===== src/rtl/csc_pkg.sv =====
// Shared types and constants for the csc_stor row scheduler.
package csc_pkg;

    localparam int unsigned VAL_W   = 32;
    localparam int unsigned NNZ_MAX = 4;

    typedef enum logic [2:0] {
        IDLE,
        ISSUE,
        WAIT,
        EMIT,
        DONE
    } state_t;

    // Job descriptor fields held for csc_stor while a job is in flight
    typedef struct packed {
        logic [VAL_W-1:0] z0;
        logic [VAL_W-1:0] z1;
        logic [VAL_W-1:0] s_i;
        logic [VAL_W-1:0] s_r;
        logic [VAL_W-1:0] a0_i;
        logic [VAL_W-1:0] a0_r;
        logic [VAL_W-1:0] a1_i;
        logic [VAL_W-1:0] a1_r;
    } job_t;

    function automatic int unsigned idx_w(input int unsigned rank);
        return $clog2(rank);
    endfunction

endpackage


===== src/rtl/csc_col_rot.sv =====
// Circulant rotation of four packed column indices; entries at or above nnz read as zero.
module csc_col_rot
    import csc_pkg::*;
#(
    parameter int unsigned INDEX_W = 8
) (
    input  logic [NNZ_MAX*INDEX_W-1:0] col_in,
    input  logic [INDEX_W-1:0]         offset,
    input  logic [2:0]                 nnz,
    output logic [NNZ_MAX*INDEX_W-1:0] col_out_c
);

    // Index width equals log2(rank), so the plain add wraps modulo the rank.
    always_comb begin
        col_out_c = '0;
        for (int k = 0; k < int'(NNZ_MAX); k++) begin
            if (k < int'(nnz)) begin
                col_out_c[k*INDEX_W +: INDEX_W] = col_in[k*INDEX_W +: INDEX_W] + offset;
            end
        end
    end

endmodule


===== src/rtl/csc_row_sched.sv =====
// Issues one job to csc_stor, captures its first row, and streams NUM_ROWS circulant rows.
module csc_row_sched
    import csc_pkg::*;
#(
    parameter int unsigned MAT_RANK = 256,
    parameter int unsigned NUM_ROWS = MAT_RANK,
    parameter int unsigned INDEX_W  = idx_w(MAT_RANK)
) (
    input  logic                         clk,
    input  logic                         rst_n,
    input  logic                         job_vld,
    output logic                         job_rdy,
    input  logic [31:0]                  job_z0,
    input  logic [31:0]                  job_z1,
    input  logic [31:0]                  job_s_i,
    input  logic [31:0]                  job_s_r,
    input  logic [31:0]                  job_a0_i,
    input  logic [31:0]                  job_a0_r,
    input  logic [31:0]                  job_a1_i,
    input  logic [31:0]                  job_a1_r,
    output logic [31:0]                  stor_z0,
    output logic [31:0]                  stor_z1,
    output logic [31:0]                  stor_s_i,
    output logic [31:0]                  stor_s_r,
    output logic [31:0]                  stor_a0_i,
    output logic [31:0]                  stor_a0_r,
    output logic [31:0]                  stor_a1_i,
    output logic [31:0]                  stor_a1_r,
    output logic                         stor_vld,
    input  logic                         stor_rdy,
    input  logic [NNZ_MAX*INDEX_W-1:0]   stor_col_index,
    input  logic [2*NNZ_MAX*VAL_W-1:0]   stor_val,
    input  logic                         stor_res_vld,
    output logic                         stor_res_rdy,
    input  logic                         abort,
    output logic                         row_vld,
    input  logic                         row_rdy,
    output logic [INDEX_W-1:0]           row_idx,
    output logic [NNZ_MAX*INDEX_W-1:0]   row_col_index,
    output logic [2*NNZ_MAX*VAL_W-1:0]   row_val,
    output logic [2:0]                   row_nnz,
    output logic                         row_last,
    output logic                         busy,
    output logic                         job_done
);

    localparam int unsigned COL_W  = NNZ_MAX * INDEX_W;
    localparam int unsigned VEC_W  = 2 * NNZ_MAX * VAL_W;
    localparam int unsigned HALF_W = VEC_W / 2;
    localparam logic [INDEX_W-1:0] LAST_ROW = INDEX_W'(NUM_ROWS - 1);
    localparam logic [VEC_W-1:0]   LOW_MASK = {{HALF_W{1'b0}}, {HALF_W{1'b1}}};

    state_t             state_q, state_d;
    job_t               job_q, job_d;
    logic               eq_q, eq_d;
    logic               abort_pend_q, abort_pend_d;
    logic [INDEX_W-1:0] cnt_q, cnt_d;
    logic [COL_W-1:0]   cap_col_q, cap_col_d;
    logic [COL_W-1:0]   rot_col_c;
    logic [2:0]         nnz_c;
    logic               capture_c;

    assign nnz_c     = eq_q ? 3'd2 : 3'd4;
    assign capture_c = (state_q == WAIT) && stor_res_vld;

    assign stor_z0   = job_q.z0;
    assign stor_z1   = job_q.z1;
    assign stor_s_i  = job_q.s_i;
    assign stor_s_r  = job_q.s_r;
    assign stor_a0_i = job_q.a0_i;
    assign stor_a0_r = job_q.a0_r;
    assign stor_a1_i = job_q.a1_i;
    assign stor_a1_r = job_q.a1_r;

    // Rotation is fed with next-cycle base and offset so row outputs can be registered.
    csc_col_rot #(
        .INDEX_W (INDEX_W)
    ) u_col_rot (
        .col_in    (cap_col_d),
        .offset    (cnt_d),
        .nnz       (nnz_c),
        .col_out_c (rot_col_c)
    );

    // Next-state and datapath next values
    always_comb begin
        state_d      = state_q;
        job_d        = job_q;
        eq_d         = eq_q;
        abort_pend_d = abort_pend_q;
        cnt_d        = cnt_q;
        cap_col_d    = cap_col_q;
        case (state_q)
            IDLE: begin
                if (job_vld && job_rdy) begin
                    job_d        = '{z0: job_z0, z1: job_z1, s_i: job_s_i, s_r: job_s_r,
                                     a0_i: job_a0_i, a0_r: job_a0_r,
                                     a1_i: job_a1_i, a1_r: job_a1_r};
                    eq_d         = (job_z0 == job_z1);
                    abort_pend_d = 1'b0;
                    state_d      = ISSUE;
                end
            end
            ISSUE: begin
                if (abort) abort_pend_d = 1'b1;
                if (stor_rdy) state_d = WAIT;
            end
            WAIT: begin
                if (abort) abort_pend_d = 1'b1;
                if (stor_res_vld) begin
                    cap_col_d = stor_col_index;
                    cnt_d     = '0;
                    state_d   = (abort_pend_q || abort) ? DONE : EMIT;
                end
            end
            EMIT: begin
                if (row_rdy) begin
                    cnt_d = cnt_q + INDEX_W'(1);
                    if (cnt_q == LAST_ROW) state_d = DONE;
                end
                if (abort) state_d = DONE;
            end
            DONE: begin
                abort_pend_d = 1'b0;
                state_d      = IDLE;
            end
            default: state_d = IDLE;
        endcase
    end

    // State, datapath and registered outputs
    always_ff @(posedge clk or negedge rst_n) begin
        if (!rst_n) begin
            state_q       <= IDLE;
            job_q         <= '0;
            eq_q          <= 1'b0;
            abort_pend_q  <= 1'b0;
            cnt_q         <= '0;
            cap_col_q     <= '0;
            job_rdy       <= 1'b1;
            stor_vld      <= 1'b0;
            stor_res_rdy  <= 1'b0;
            row_vld       <= 1'b0;
            row_idx       <= '0;
            row_col_index <= '0;
            row_val       <= '0;
            row_nnz       <= '0;
            row_last      <= 1'b0;
            busy          <= 1'b0;
            job_done      <= 1'b0;
        end else begin
            state_q      <= state_d;
            job_q        <= job_d;
            eq_q         <= eq_d;
            abort_pend_q <= abort_pend_d;
            cnt_q        <= cnt_d;
            cap_col_q    <= cap_col_d;
            job_rdy      <= (state_d == IDLE);
            stor_vld     <= (state_d == ISSUE);
            stor_res_rdy <= (state_d == WAIT);
            row_vld      <= (state_d == EMIT);
            busy         <= (state_d != IDLE);
            job_done     <= (state_d == DONE);
            if (state_d == EMIT) begin
                row_idx       <= cnt_d;
                row_col_index <= rot_col_c;
                row_last      <= (cnt_d == LAST_ROW);
            end else begin
                row_last      <= 1'b0;
            end
            if (capture_c) begin
                row_val <= eq_q ? (stor_val & LOW_MASK) : stor_val;
                row_nnz <= nnz_c;
            end
        end
    end

endmodule


===== config.mk =====
export PLATFORM = sky130hd
export DESIGN_NAME = csc_row_sched
export DESIGN_NICKNAME = d
export VERILOG_FILES = /design/src/rtl/csc_pkg.sv /design/src/rtl/csc_col_rot.sv /design/src/rtl/csc_row_sched.sv
export SDC_FILE = /design/constraint.sdc
export NUM_CORES = 1
export LEC_CHECK = 0
export CORE_AREA = 2 2 435 437
export CTS_BUF_LIST = sky130_fd_sc_hd__clkbuf_4 sky130_fd_sc_hd__clkbuf_8 sky130_fd_sc_hd__clkbuf_16
export DETAILED_ROUTE_END_ITERATION = 12
export DIE_AREA = 0 0 437 439
export PLACE_DENSITY = 0.43
export SLEW_MARGIN = 20
export SYNTH_ARGS = -nofsm -noshare
export SYNTH_HDL_FRONTEND = slang
export SYNTH_SLANG_ARGS = --single-unit

===== constraint.sdc =====
create_clock -name clk -period 3 [get_ports clk]
set_input_delay 0.9 -clock clk [delete_from_list [all_inputs] [get_ports clk]]
set_output_delay 0.9 -clock clk [all_outputs]
set_load 0.01 [all_outputs]

Yosys cells after proc, flatten, opt, wreduce, memory -nomap -nowiden:

Index checks and enable logic that the tools add are counted.

* add/sub/neg operators: 5
* magnitude comparators: 4
* eq/ne operators: 13
* multiplexer cells: 23
* reduce and logical (&&, ||, !) cells: 10

Operators by type and width (number)
* two-way mux 256 bit: 1
* two-way mux 32 bit: 2
* two-way mux 8 bit: 6
* adder 8 bit: 4
* == test 32 bit: 1
* two-way mux 3 bit: 8
* == test 8 bit, second input constant: 2
* case mux 8 bit (2 select lines): 1
* == test 3 x 2 -> 1 bit, second input constant: 4
* case mux 3 bit (4 select lines): 1
* adder 8 x 1 -> 8 bit, second input constant: 1
* == test 3 x 1 -> 1 bit, second input constant: 2
* == test 3 bit, second input constant: 2
* zero test 3 bit: 2
* < comparator 1 x 3 -> 1 bit, first input constant: 2
* < comparator 2 x 3 -> 1 bit, first input constant: 2
* nonzero test 3 bit: 2
* two-way mux 1 bit: 3
* case mux 1 bit (3 select lines): 1
* AND reduction 3 bit: 1
* logical AND 1 bit: 2
* inequality test 2 x 1 -> 1 bit, second input constant: 1
* inequality test 2 bit, second input constant: 1
* AND reduction 2 bit: 1
* 2 further kinds: 2

* bits in registers: 607
* bits of input ports: 551
* output and inout port bits: 562

Longest topological paths before layout:

Gate-level depths: netlist of the first run.

* depth after elaboration: 7
* depth in mapped cells: 17

By module:

Synthesis of the first run repeated with hierarchy kept, for this count alone.

* cell total of the unflattened synthesis: 1846
* area, all modules: 24543.5 µm²

Modules (own cells, without submodules)
* csc_row_sched: instances 1, cells an instance 1668, area each 23194.7 µm²
* csc_col_rot: instances 1, cells an instance 178, area each 1348.8 µm²

Worst setup path before layout of the first run:

Ideal clock, no wire load.

* path kind: input -> register
* start: in stor_res_vld
* end: reg row_col_index[6]
* arrival time: 3.276 ns
* required time: 2.905 ns
* slack: -0.372 ns
* stages: 15
* buffers on the path: 3
* cells stage by stage: nand3_4 clkbuf_1 buf_2 buf_1 nand2_1 nand2_1 ha_1 inv_1 fa_1 nor2b_1 o21ai_0 a21boi_0 o21a_1 nor3_1 o31ai_1

* longest elaborated chain between the ends: 4
* elaborated cells between the ends (all ways): 9

Ends and longest elaborated chain
* start, declared: RTL line csc_row_sched.sv:33 `input logic stor_res_vld,`
* two-way mux 32 bit: RTL line csc_row_sched.sv:110 `if (stor_res_vld) begin`
* two-way mux 32 bit: RTL line csc_row_sched.sv:93 `case (state_q)`
* named net cap_col_d[0]: RTL line csc_row_sched.sv:58 `logic [COL_W-1:0] cap_col_q, cap_col_d;`
* adder 8 bit: RTL line csc_col_rot.sv:18 `col_out_c[k*INDEX_W +: INDEX_W] = col_in[k*INDEX_W +: INDEX_W] + offset;`
* two-way mux 8 bit: RTL line csc_col_rot.sv:17 `if (k < int'(nnz)) begin`
* end signal, assigned: RTL line csc_row_sched.sv:166 `row_col_index <= rot_col_c;`
* end, declared: RTL line csc_row_sched.sv:39 `output logic [NNZ_MAX*INDEX_W-1:0] row_col_index,`

The timed path passes the listed nets, and every way through them passes these cells.
A chain may end at the register's enable or synchronous reset.

Worst setup path in the final report of the first run:

* start: in stor_res_vld
* end: reg row_col_index[22]

* longest elaborated chain between the ends: 4
* elaborated cells between the ends (all ways): 9

Ends and longest elaborated chain
* two-way mux 8 bit: RTL line csc_row_sched.sv:110
* case mux 8 bit (2 select lines): RTL line csc_row_sched.sv:93
* named net cnt_d[0]: RTL line csc_row_sched.sv:57 `logic [INDEX_W-1:0] cnt_q, cnt_d;`
* adder 8 bit: RTL line csc_col_rot.sv:18
* two-way mux 8 bit: RTL line csc_col_rot.sv:17

The timed path passes the listed nets, and every way through them passes these cells.

==> metrics.txt, run 1 <==
setup TNS 0 ns; Highest Clock Rate 346.3 MHz; post-route minimum period 2.888 ns; die extent in y 439 microns; status finished clean; # rows 159; Worst-path clk slew 0.07 ns; final hold vios 0; 1st-iter DRT viols 904; Die ar. 191,800 sq um; pwr/cell area 1035 nW/um^2; drt drc 0; Overflow after GRT 0; final antenna-violating net count 0; CTS Buf Count 83; Seq pwr share 0.323; internal power 28.78 mW; Mapped Cells 2,176; Yosys top cell area share 0.6215; synth top area cells dfrtp_1, mux2_2, nand2_1; DP Area 39,850 sq um; RSZ-0062 raised after global routing true; final setup violation count 0; CTS H-tree lvls 3; # resized after CTS 0; post-DR vias/cell 3.483; GRT Total Usage 0.1405; clock sinks 606; pins over their slew limit 0; core outline area 187,000 sq um; first-pass GRT wire length 187.3 mm; IO buf count 1,111; Clock Latency Late Sink 0.73 ns; Non-Filler Instances 6,020; switching power 15.54 mW; CP Launch Type input pin; Tot Pwr 44.32 mW; Synth cell types 60; vias in the first global route 22,090; I/O pin count 1,113; Net Sw Frac 0.3507; YS warnings 0; DP Cell Count 5,857; synthesized area 24,360 sq um; Post-CTS Setup Bufs 0; synth-to-layout area growth 75.79%; Synth Area per Inst 11.19 sq um; clock share of power 0.238; Arrival @ worst endpoint 3.47 ns; final instance area 42,820 sq um; sequential area share after synthesis 0.6226; initial antenna violation count 55; nets@finish 4,031; cts hold-fix bufs 0; Yosys reg bits 606; crit path capture type flop; Post-synth EDFFs 0; DRT Pass-1 Iters 4; Leakage 18.57 nW; Max-slew headroom 0.3885; chip width 437 microns; commonest register cell after synthesis dfrtp_1; worst-margin pin slew 0.9172 ns; HPWL after DPL 113.6 mm; Required @ worst endpoint 3.58 ns; largest net degree at the start of global routing 97; Critical Path Fanout Max 5; total routed wirelength 138.6 mm; CTS tree yes; cell taking the most area after synthesis dfrtp_1; Worst Hold Class input pin to asynchronous set/reset pin; Clock Skews 0.05979 ns; share of layout cells above drive strength 1 0.1829; Async SR Flop Fraction 1.000; Gate power share 0.439; post-layout util 0.2290; WL/cell 23.03 microns; max cap viols 0; Final Cycle Share 0.9625; Initial Utilization 0.1303; Setup CP Type input pin to flop; clock root cell clkbuf_16; VDD IR max 507.0 uV; clock buffer depth 3; via count 20,970; Final Wtd Congestion 0.8367; syn_nets 2,760
==> cells in the mapped netlist, drive strengths merged, types with 2 or more instances <==
library cell  count
o21a              5
buf              58
fa                4
xor2             10
o41ai             3
mux2i             3
and4              3
a21boi            2
a32o              2
o21ai           173
a22oi             2
nor2b             3
mux2            264
nor2             12
a21o              6
nand2b            4
inv              19
nor3              4
a21oi            17
and3              2
o21bai            2
a22o              5
o31ai            10
or2               2
nand3             6
xnor2            44
nand2           782
dfrtp           605
o22ai             2
nand4             8
nor4              3
ha               29
nand3b            2
or3               6
o31a              2
clkbuf           63
==> path summary, 6_finish.rpt <==
kind,from,to,cells past startpoint,slack (ns)
max in group asynchronous,rst_n,stor_z0[8]$_DFFE_PN0P_,2,1.93
worst min-delay path,rst_n,stor_z1[2]$_DFFE_PN0P_,1,0.23
worst min register to register,row_val[1]$_DFFE_PN0P_,row_val[1]$_DFFE_PN0P_,2,0.47
min in group clk,row_val[1]$_DFFE_PN0P_,row_val[1]$_DFFE_PN0P_,2,0.47
worst max-delay path,stor_res_vld,row_col_index[22]$_DFFE_PN0P_,12,0.11
worst max register to register,state_q[2]$_DFF_PN0_,row_col_index[22]$_DFFE_PN0P_,12,0.21
==> layout by cell type, fill, tap and decap left out, types with 6 or more instances in the layout <==
cell type and n:
clkinv_2 13, mux2_2 262, a21oi_1 13, buf_4 173, xnor2_1 44, o31ai_1 10, nor2_1 10, inv_1 15
bufinv_16 8, o21ai_1 6, ha_1 27, nand4_1 8, clkbuf_8 12, diode_2 15, xor2_1 8, clkbuf_4 20
buf_12 23, a21o_1 6, clkdlybuf4s50_1 1109, nand2_1 782, dfrtp_1 605, clkbuf_16 83, o21ai_0 167
==> power by group through the flow <==
stage	Combinational [mW]	Clock, mW	Sequential (mW)
2_1_floorplan	5.59	0	15.6
6_report	19.4	10.6	14.3
3_5_place_dp	20.0	0	14.5
4_1_cts	20.1	11.0	14.4
5_1_grt	20.9	11.3	14.8
3_3_place_gp	20.0	0	14.4
==> critical path, cell delays in order <==
cell and delay (ns):
clkdlybuf4s50_1 0.48, o21ai_0 0.12, a22o_2 0.34, buf_4 0.16, ha_2 0.18, fa_2 0.40, a21o_1 0.19, a21oi_2 0.17
o21bai_1 0.08, a21oi_1 0.17, xnor2_1 0.08, a22o_1 0.19
==> per-layer routing <==
metal  up-vias  track usage  wire length [microns]
met5         -            0                    263
met4        40      0.03326                   3091
met3       194      0.04164                   8751
met2       687       0.2526                  71680
met1     10290       0.1624                  54860
li1       9756            -                      -
==> final cells by class <==
type	count	area [sq um]
Fill cell	20240	144200
Sequential cell	606	15170
Timing Repair Buffer	1307	12890
Multi-Input combinational cell	1430	8638
Tap cell	2495	3122
Clock buffer	115	2392
Clock inverter	33	504.2
Inverter	19	76.32
Antenna cell	15	37.54
==> through the flow <==
step                hold slack [ns]  setup WS, ns
floorplan                    0.4464      -0.01167
global placement             0.4584       -0.6969
detailed placement           0.4611       -0.6786
CTS                          0.1545      0.007891
global route                 0.1775      -0.01417
finish                       0.2280        0.1124
==> kinds of logic (layout without fill, tap and decap cells) <==
logic type	after synthesis	count (layout)	share of synthesized area
XOR/XNOR	54	54	0.02003
AND/OR/NAND/NOR	839	839	0.1355
flip-flops	606	606	0.6226
adder cells (fa/ha/maj)	33	33	0.01818
multiplexers	267	267	0.1233
other	1	16	0.0001539
buffers and inverters	140	1474	0.02604
AO/OA/AOI/OAI	236	236	0.05424
==> state kept, by name (all words and copies together) (netlist names), 3 cells and up <==
name,count
cap_col_q,32
cnt_q,8
row_col_index,32
row_idx,8
row_val,256
state_q,3
stor_a0_i,32
stor_a0_r,32
stor_a1_i,32
stor_a1_r,32
stor_s_i,32
stor_s_r,32
stor_z0,32
stor_z1,32
(Power assumes the default switching activity.)
==> run 2: changes to the inputs <==
--- a/config.mk
+++ b/config.mk
@@ -7,8 +7,10 @@
 export LEC_CHECK = 0
 export CORE_AREA = 2 2 435 437
 export CTS_BUF_LIST = sky130_fd_sc_hd__clkbuf_4 sky130_fd_sc_hd__clkbuf_8 sky130_fd_sc_hd__clkbuf_16
+export CTS_CLUSTER_SIZE = 30
 export DETAILED_ROUTE_END_ITERATION = 12
 export DIE_AREA = 0 0 437 439
+export HOLD_SLACK_MARGIN = 0.1
 export PLACE_DENSITY = 0.43
 export SLEW_MARGIN = 20
 export SYNTH_ARGS = -nofsm -noshare
==> constraint.sdc (replaced) <==
create_clock -name clk -period 3 [get_ports clk]
set_input_delay 0.9 -clock clk [delete_from_list [all_inputs] [get_ports clk]]
set_output_delay 0.9 -clock clk [all_outputs]
set_load 0.005 [all_outputs]
==> run 2 against run 1 <==
Effect of this change:
- clock power hardly changed
- register-to-register slack about the same
- wire length shrank 0.18%
- sequential power hardly changed
- sequential cell count is the same
- final cell count hardly changed
==> metrics.txt, run 2 (synthesis gave the netlist of run 1 again) <==
internal power 29.16 mW (+1.3%); Overflow after GRT 0 (unchanged); Hold Slack 0.2370 ns (+0.008927 ns); largest net degree at the start of global routing 97 (unchanged); GRT Total Usage 0.1406 (about the same); post-route minimum period 2.901 ns (+0.01363 ns); Critical R2R Capture row_col_index[22]$_DFFE_PN0P_; DRT Pass-1 Iters 4 (unchanged); HPWL after DPL 113.0 mm (-0.47%); Initial Utilization 0.1303 (unchanged); pins over their slew limit 0 (unchanged); CTS tree yes; Clock Skews 0.03795 ns (-0.02183 ns); setup TNS 0 ns (unchanged); most frequent cells in the layout clkdlybuf4s50_1, nand2_1, dfrtp_1; Biggest register row_val; # rows 159 (unchanged); # fillers 20,150 (-0.45%); pwr/cell area 1009 nW/um^2 (-2.6%); switching power 14.14 mW (-9.1%); first-pass GRT wire length 187.4 mm (about the same); Leakage 18.62 nW (+0.27%); Worst Hold Class input pin to asynchronous set/reset pin; final antenna-violating net count 0 (unchanged); max cap viols 0 (unchanged); commonest non-fill, non-tap cell in the layout clkdlybuf4s50_1; total routed wirelength 138.4 mm (-0.18%); Worst setup startpoint stor_res_vld; chip width 437 microns (unchanged); I/O pin count 1,113 (unchanged); synth-to-layout area growth 76.22%; slowest CP cell clkdlybuf4s50_1; setup ws final 0.09876 ns (-0.01363 ns); clock sinks 606 (unchanged); CP Launch Type input pin; Net Sw Frac 0.3265 (-0.02416); Required @ worst endpoint 3.57 ns (about the same); Final Wtd Congestion 0.8370 (about the same); Setup CP Type input pin to flop; final setup violation count 0 (unchanged); Final Cycle Share 0.9671 (+0.004542); pre-CTS setup slack -0.7053 ns (-0.02670 ns); nets@finish 4,032 (+0.025%); Clock Latency Late Sink 0.71 ns (-0.02 ns); Gate power share 0.417 (-0.022); 1st-iter DRT viols 1,030 (+14%); die extent in y 439 microns (unchanged); CTS Buf Count 81 (-2.4%); final hold vios 0 (unchanged); Max-slew headroom 0.3933 (+0.004746); Arrival @ worst endpoint 3.47 ns (about the same); Worst Reg-to-Reg Cells 12 (unchanged); worst setup path end row_col_index[22]$_DFFE_PN0P_; r2r startpoint state_q[1]$_DFF_PN0_; WL/cell 22.98 microns (-0.23%); post-DR vias/cell 3.482 (about the same); core outline area 187,000 sq um (unchanged); cts hold-fix bufs 0 (unchanged); via count 20,980 (+0.038%); clock share of power 0.252 (+0.014); drt drc 0 (unchanged); CP peak stage delay 0.49 ns (about the same); Critical Path Fanout Max 5 (unchanged); post-layout util 0.2296 (+0.0005620); FF-to-FF setup slack 0.21 ns (about the same); CTS H-tree lvls 3 (unchanged); initial antenna violation count 55 (unchanged); Highest Clock Rate 344.7 MHz (-0.47%); RSZ-0062 raised after global routing false; Seq pwr share 0.331 (+0.008); vias in the first global route 21,950 (-0.63%); max reg flops 256 (unchanged); worst path cell trace clkdlybuf4s50_1 -> o21ai_0 -> a22o_2 -> buf_4 -> ha_2 -> fa_2 -> a21o_1 -> a21oi_2 -> o21bai_1 -> a21oi_1 -> xnor2_1 -> a22o_1; Die ar. 191,800 sq um (unchanged); VDD IR max 574.6 uV (+13%); status finished clean; clock buffer depth 3 (unchanged); worst-margin pin slew 0.9101 ns (-0.007119 ns); crit path capture type flop; Worst-path clk slew 0.07 ns (about the same); share of layout cells above drive strength 1 0.1833 (+0.0003609); IO buf count 1,111 (unchanged); clock root cell clkbuf_16
## run 2: cell count changes in the layout (fill, tap and decap cells not counted), moves of 2 or more
cell / delta
bufinv_16: +3
clkinv_16: -3
clkinv_4: +2
clkbuf_8: +10
clkbuf_4: -11
clkinv_8: -2
## run 2: layer usage
layer | global-route usage | up-vias | wire length [microns]
li1 | - | 9757 | -
met4 | 0.03042 | 36 | 2609
met5 | 0 | - | 219
met2 | 0.2517 | 695 | 71840
met1 | 0.1643 | 10320 | 54880
met3 | 0.04180 | 167 | 8854
## run 2: area by class of cell
type	count	area, sq um	share of cell area
diodes	14	35.03	0.0008161
clock buffers	115	2472	0.05759
clock inverters	34	509.2	0.01186
inverters	19	76.32	0.001778
multi-input cells	1430	8633	0.2011
flip-flops and latches	606	15170	0.3533
well taps	2495	3122	0.07272
repair buffers	1310	12910	0.3008
## run 2: power groups by stage
stage,clock network (mW),registers (mW),logic [mW]
after CTS,11.4,14.4,18.7
after floorplan,0,14.2,5.60
after detailed placement,0,14.5,18.6
after global routing,11.7,14.8,19.5
after global placement,0,14.4,18.6
final,10.9,14.3,18.1
## run 2: worst min path at each step
stage / endpoint / slack (ns) / startpoint / cells past startpoint
after floorplan: cap_col_q[0]$_DFF_PN0_ / 0.45 / cap_col_q[0]$_DFF_PN0_ / 2
after global placement: row_val[45]$_DFFE_PN0P_ / 0.46 / row_val[45]$_DFFE_PN0P_ / 2
after detailed placement: row_val[100]$_DFFE_PN0P_ / 0.46 / row_val[100]$_DFFE_PN0P_ / 2
after CTS: stor_z1[2]$_DFFE_PN0P_ / 0.19 / rst_n / 1
after global routing: stor_z1[2]$_DFFE_PN0P_ / 0.19 / rst_n / 1
final: stor_z1[2]$_DFFE_PN0P_ / 0.24 / rst_n / 1
## run 2: what timing repair did
action | 4_1_cts | 5_1_grt
setup buffers | 0 | 3
resized for setup | 1 | 12
pin swaps | 0 | 1
setup endpoints to repair | 1 | 57
## run 2: stage by stage
stage	power (mW)	instances	area (sq um)
floorplan	19.84	2176	24420
global placement	32.96	5857	39850
detailed placement	33.04	5857	39850
CTS	44.43	6006	42830
global route	46.00	6013	42900
finish	43.29	6023	42930
## run 2: critical path, delay by kind of cell
| family | cells | cell delay [ns] |
|---|---|---|
| compound gates | 7 | 1.26 |
| xor+xnor | 1 | 0.08 |
| buf+inv | 2 | 0.64 |
| fa+ha+maj | 2 | 0.57 |
==> run 3: changes to the inputs <==
--- a/config.mk
+++ b/config.mk
@@ -12,6 +12,7 @@
 export DIE_AREA = 0 0 437 439
 export HOLD_SLACK_MARGIN = 0.1
 export PLACE_DENSITY = 0.43
+export REMOVE_ABC_BUFFERS = 1
 export SLEW_MARGIN = 20
 export SYNTH_ARGS = -nofsm -noshare
 export SYNTH_HDL_FRONTEND = slang
==> run 3 against run 2 <==
Effect of this change:
- sequential power hardly changed
- critical endpoint is now row_col_index[23]$_DFFE_PN0P_
- final cell count fell by 0.86%
- combinational power shrank 5%
- worst setup slack improved by 0.036 ns
- die area did not move
- critical path depth grew 2
==> metrics.txt, run 3 (synthesis gave the netlist of run 1 again) <==
Final Wtd Congestion 0.8435 (+0.78%); core outline area 187,000 sq um (unchanged); Worst Hold Class flop to flop; most frequent cells in the layout clkdlybuf4s50_1, nand2_1, dfrtp_1; Highest Clock Rate 349.0 MHz (+1.3%); crit path capture type flop; vias in the first global route 21,810 (-0.66%); Post-CTS Setup Bufs 0 (unchanged); via count 20,480 (-2.3%); CTS H-tree lvls 3 (unchanged); I/O pin count 1,113 (unchanged); total routed wirelength 120.1 mm (-13%); Setup CP Type input pin to flop; Final Cycle Share 0.9551 (-0.01201); final antenna-violating net count 0 (unchanged); drt drc 0 (unchanged); Max-slew headroom 0.3666 (-0.02667); chip width 437 microns (unchanged); clock buffer depth 3 (unchanged); post-route minimum period 2.865 ns (-0.03604 ns); Storage cell area 15,170 sq um (about the same); Critical Path Fanout Max 7 (+2); Die ar. 191,800 sq um (unchanged); DP Cell Count 5,814 (-0.73%); VDD IR max 481.2 uV (-16%); r2r startpoint state_q[2]$_DFF_PN0_; first-pass GRT wire length 165.6 mm (-12%); Critical R2R Capture row_col_index[30]$_DFFE_PN0P_; IO buf count 1,111 (unchanged); worst-margin pin slew 0.9501 ns (+0.04000 ns); DRT Pass-1 Iters 7 (+3); nets@finish 3,986 (-1.1%); worst path cell trace clkdlybuf4s50_1 -> buf_4 -> and4_2 -> nor2_1 -> o21ai_0 -> o21ai_1 -> buf_4 -> ha_1 -> o21ai_0 -> a21oi_1 -> o41ai_2 -> buf_4 -> xnor2_1 -> a22o_1; Initial Utilization 0.1303 (unchanged); Clock Skews 0.04876 ns (+0.01081 ns); worst setup path end row_col_index[23]$_DFFE_PN0P_; Worst Reg-to-Reg Cells 12 (unchanged); clock sinks 606 (unchanged); # rows 159 (unchanged); pwr/cell area 978.7 nW/um^2 (-3.0%); pins over their slew limit 0 (unchanged); CP top delay family buffers and inverters; final hold vios 0 (unchanged); Worst Path Buf+Inv 4 (+2); max reg flops 256 (unchanged); GRT Total Usage 0.1212 (-0.01938); die extent in y 439 microns (unchanged); CTS tree yes; FF-to-FF setup slack 0.22 ns (about the same); most frequent CP cell buf_4; slowest CP cell clkdlybuf4s50_1; CP Launch Type input pin; Worst-path clk slew 0.06 ns (about the same); Tot Pwr 41.44 mW (-4.3%); # fillers 20,360 (+1.0%); Worst setup startpoint row_rdy; Required @ worst endpoint 3.58 ns (about the same); Arrival @ worst endpoint 3.45 ns (-0.02 ns); Leakage 18.31 nW (-1.7%); Non-Filler Instances 5,971 (-0.86%); final setup violation count 0 (unchanged); max cap viols 0 (unchanged); Clock Latency Late Sink 0.70 ns (about the same); share of layout cells above drive strength 1 0.1693 (-0.01395); commonest non-fill, non-tap cell in the layout clkdlybuf4s50_1; CTS Buf Count 80 (-1.2%); CP Depth 14 (+2); clock root cell clkbuf_16; largest net degree at the start of global routing 139 (+43%); Overflow after GRT 0 (unchanged); HPWL after DPL 94.99 mm (-16%); post-DR vias/cell 3.430 (-1.5%); 1st-iter DRT viols 848 (-18%); status finished clean; synth-to-layout area growth 73.81%; initial antenna violation count 33 (-40%); Biggest register row_val; CP peak stage delay 0.50 ns (about the same); WL/cell 20.11 microns (-12%); setup TNS 0 ns (unchanged); multi-input logic area 8627 sq um (about the same)
run 3: cell count changes in the layout (fill, tap and decap cells not counted), sizes merged:
cell | before | now
diode | 14 | 15
dlygate4sd2 | 1 | 0
buf | 200 | 154
dlymetal6s2s | 0 | 1
dlygate4sd3 | 0 | 1
clkinv | 16 | 11
bufinv | 11 | 2
inv | 23 | 24
clkinvlp | 3 | 1
clkbuf | 115 | 122
run 3: power breakdown:
group / switching (mW) / total [mW] / leakage [nW] / internal (mW)
sequential: 2.27 / 14.3 / 7.44 / 12.0
clock: 4.11 / 9.91 / 1.35 / 5.81
combinational: 6.85 / 17.2 / 9.52 / 10.4
total: 13.2 / 41.4 / 18.3 / 28.2
run 3: worst min-delay path by stage:
stage | to | slack [ns] | depth (start not counted) | from
finish | row_val[81]$_DFFE_PN0P_ | 0.47 | 2 | row_val[81]$_DFFE_PN0P_
global route | row_val[57]$_DFFE_PN0P_ | 0.49 | 2 | row_val[57]$_DFFE_PN0P_
CTS | row_val[29]$_DFFE_PN0P_ | 0.48 | 2 | row_val[29]$_DFFE_PN0P_
detailed placement | row_val[29]$_DFFE_PN0P_ | 0.46 | 2 | row_val[29]$_DFFE_PN0P_
global placement | row_val[81]$_DFFE_PN0P_ | 0.46 | 2 | row_val[81]$_DFFE_PN0P_
floorplan | cap_col_q[0]$_DFF_PN0_ | 0.45 | 2 | cap_col_q[0]$_DFF_PN0_
run 3: layer usage:
metal	part of all wire	routed length [microns]	GRT usage
met4	0.037	4419	0.05945
met3	0.077	9192	0.04134
met1	0.36	43440	0.1264
met5	0.00040	48	0
met2	0.52	62990	0.2165
run 3: what timing repair did:
item / in CTS / in global routing
setup endpoints to repair: 0 / 15
resized for setup: 0 / 19
hold endpoints to repair: 7 / 0
hold buffers: 1 / 0
run 3: through the flow:
| step | area (sq um) | hold WS [ns] | setup WS (ns) | util |
|---|---|---|---|---|
| 2_1_floorplan | 23800 | 0.4464 | -13.31 | - |
| 3_3_place_gp | 39540 | 0.4563 | -0.8226 | 0.2114 |
| 3_5_place_dp | 39540 | 0.4610 | -0.8229 | 0.2114 |
| 4_1_cts | 42250 | 0.4760 | 0.01667 | 0.2259 |
| 5_1_grt | 42330 | 0.4893 | -0.002260 | 0.2263 |
| 6_report | 42340 | 0.4702 | 0.1348 | 0.2264 |
run 3: worst register-to-register path, delay by kind of cell, from the launching register on:
kind                       cells  cell delay [ns]
DFF                            1             0.44
AOI/OAI and AO/OA              7             1.15
adders and majority gates      2             0.66
and+or+nand+nor                1             0.19
xor gates and xnor gates       1             0.07
buffers and inverters          1             0.16
run 3: area by class of cell:
cell class / instances / share of cell area
inverter: 19 / 0.001803
timing repair buffer: 1265 / 0.2979
multi-input combinational: 1430 / 0.2038
tap: 2495 / 0.07373
clock buffer: 122 / 0.05736
antenna: 15 / 0.0008866
clock inverter: 19 / 0.006324
sequential: 606 / 0.3583
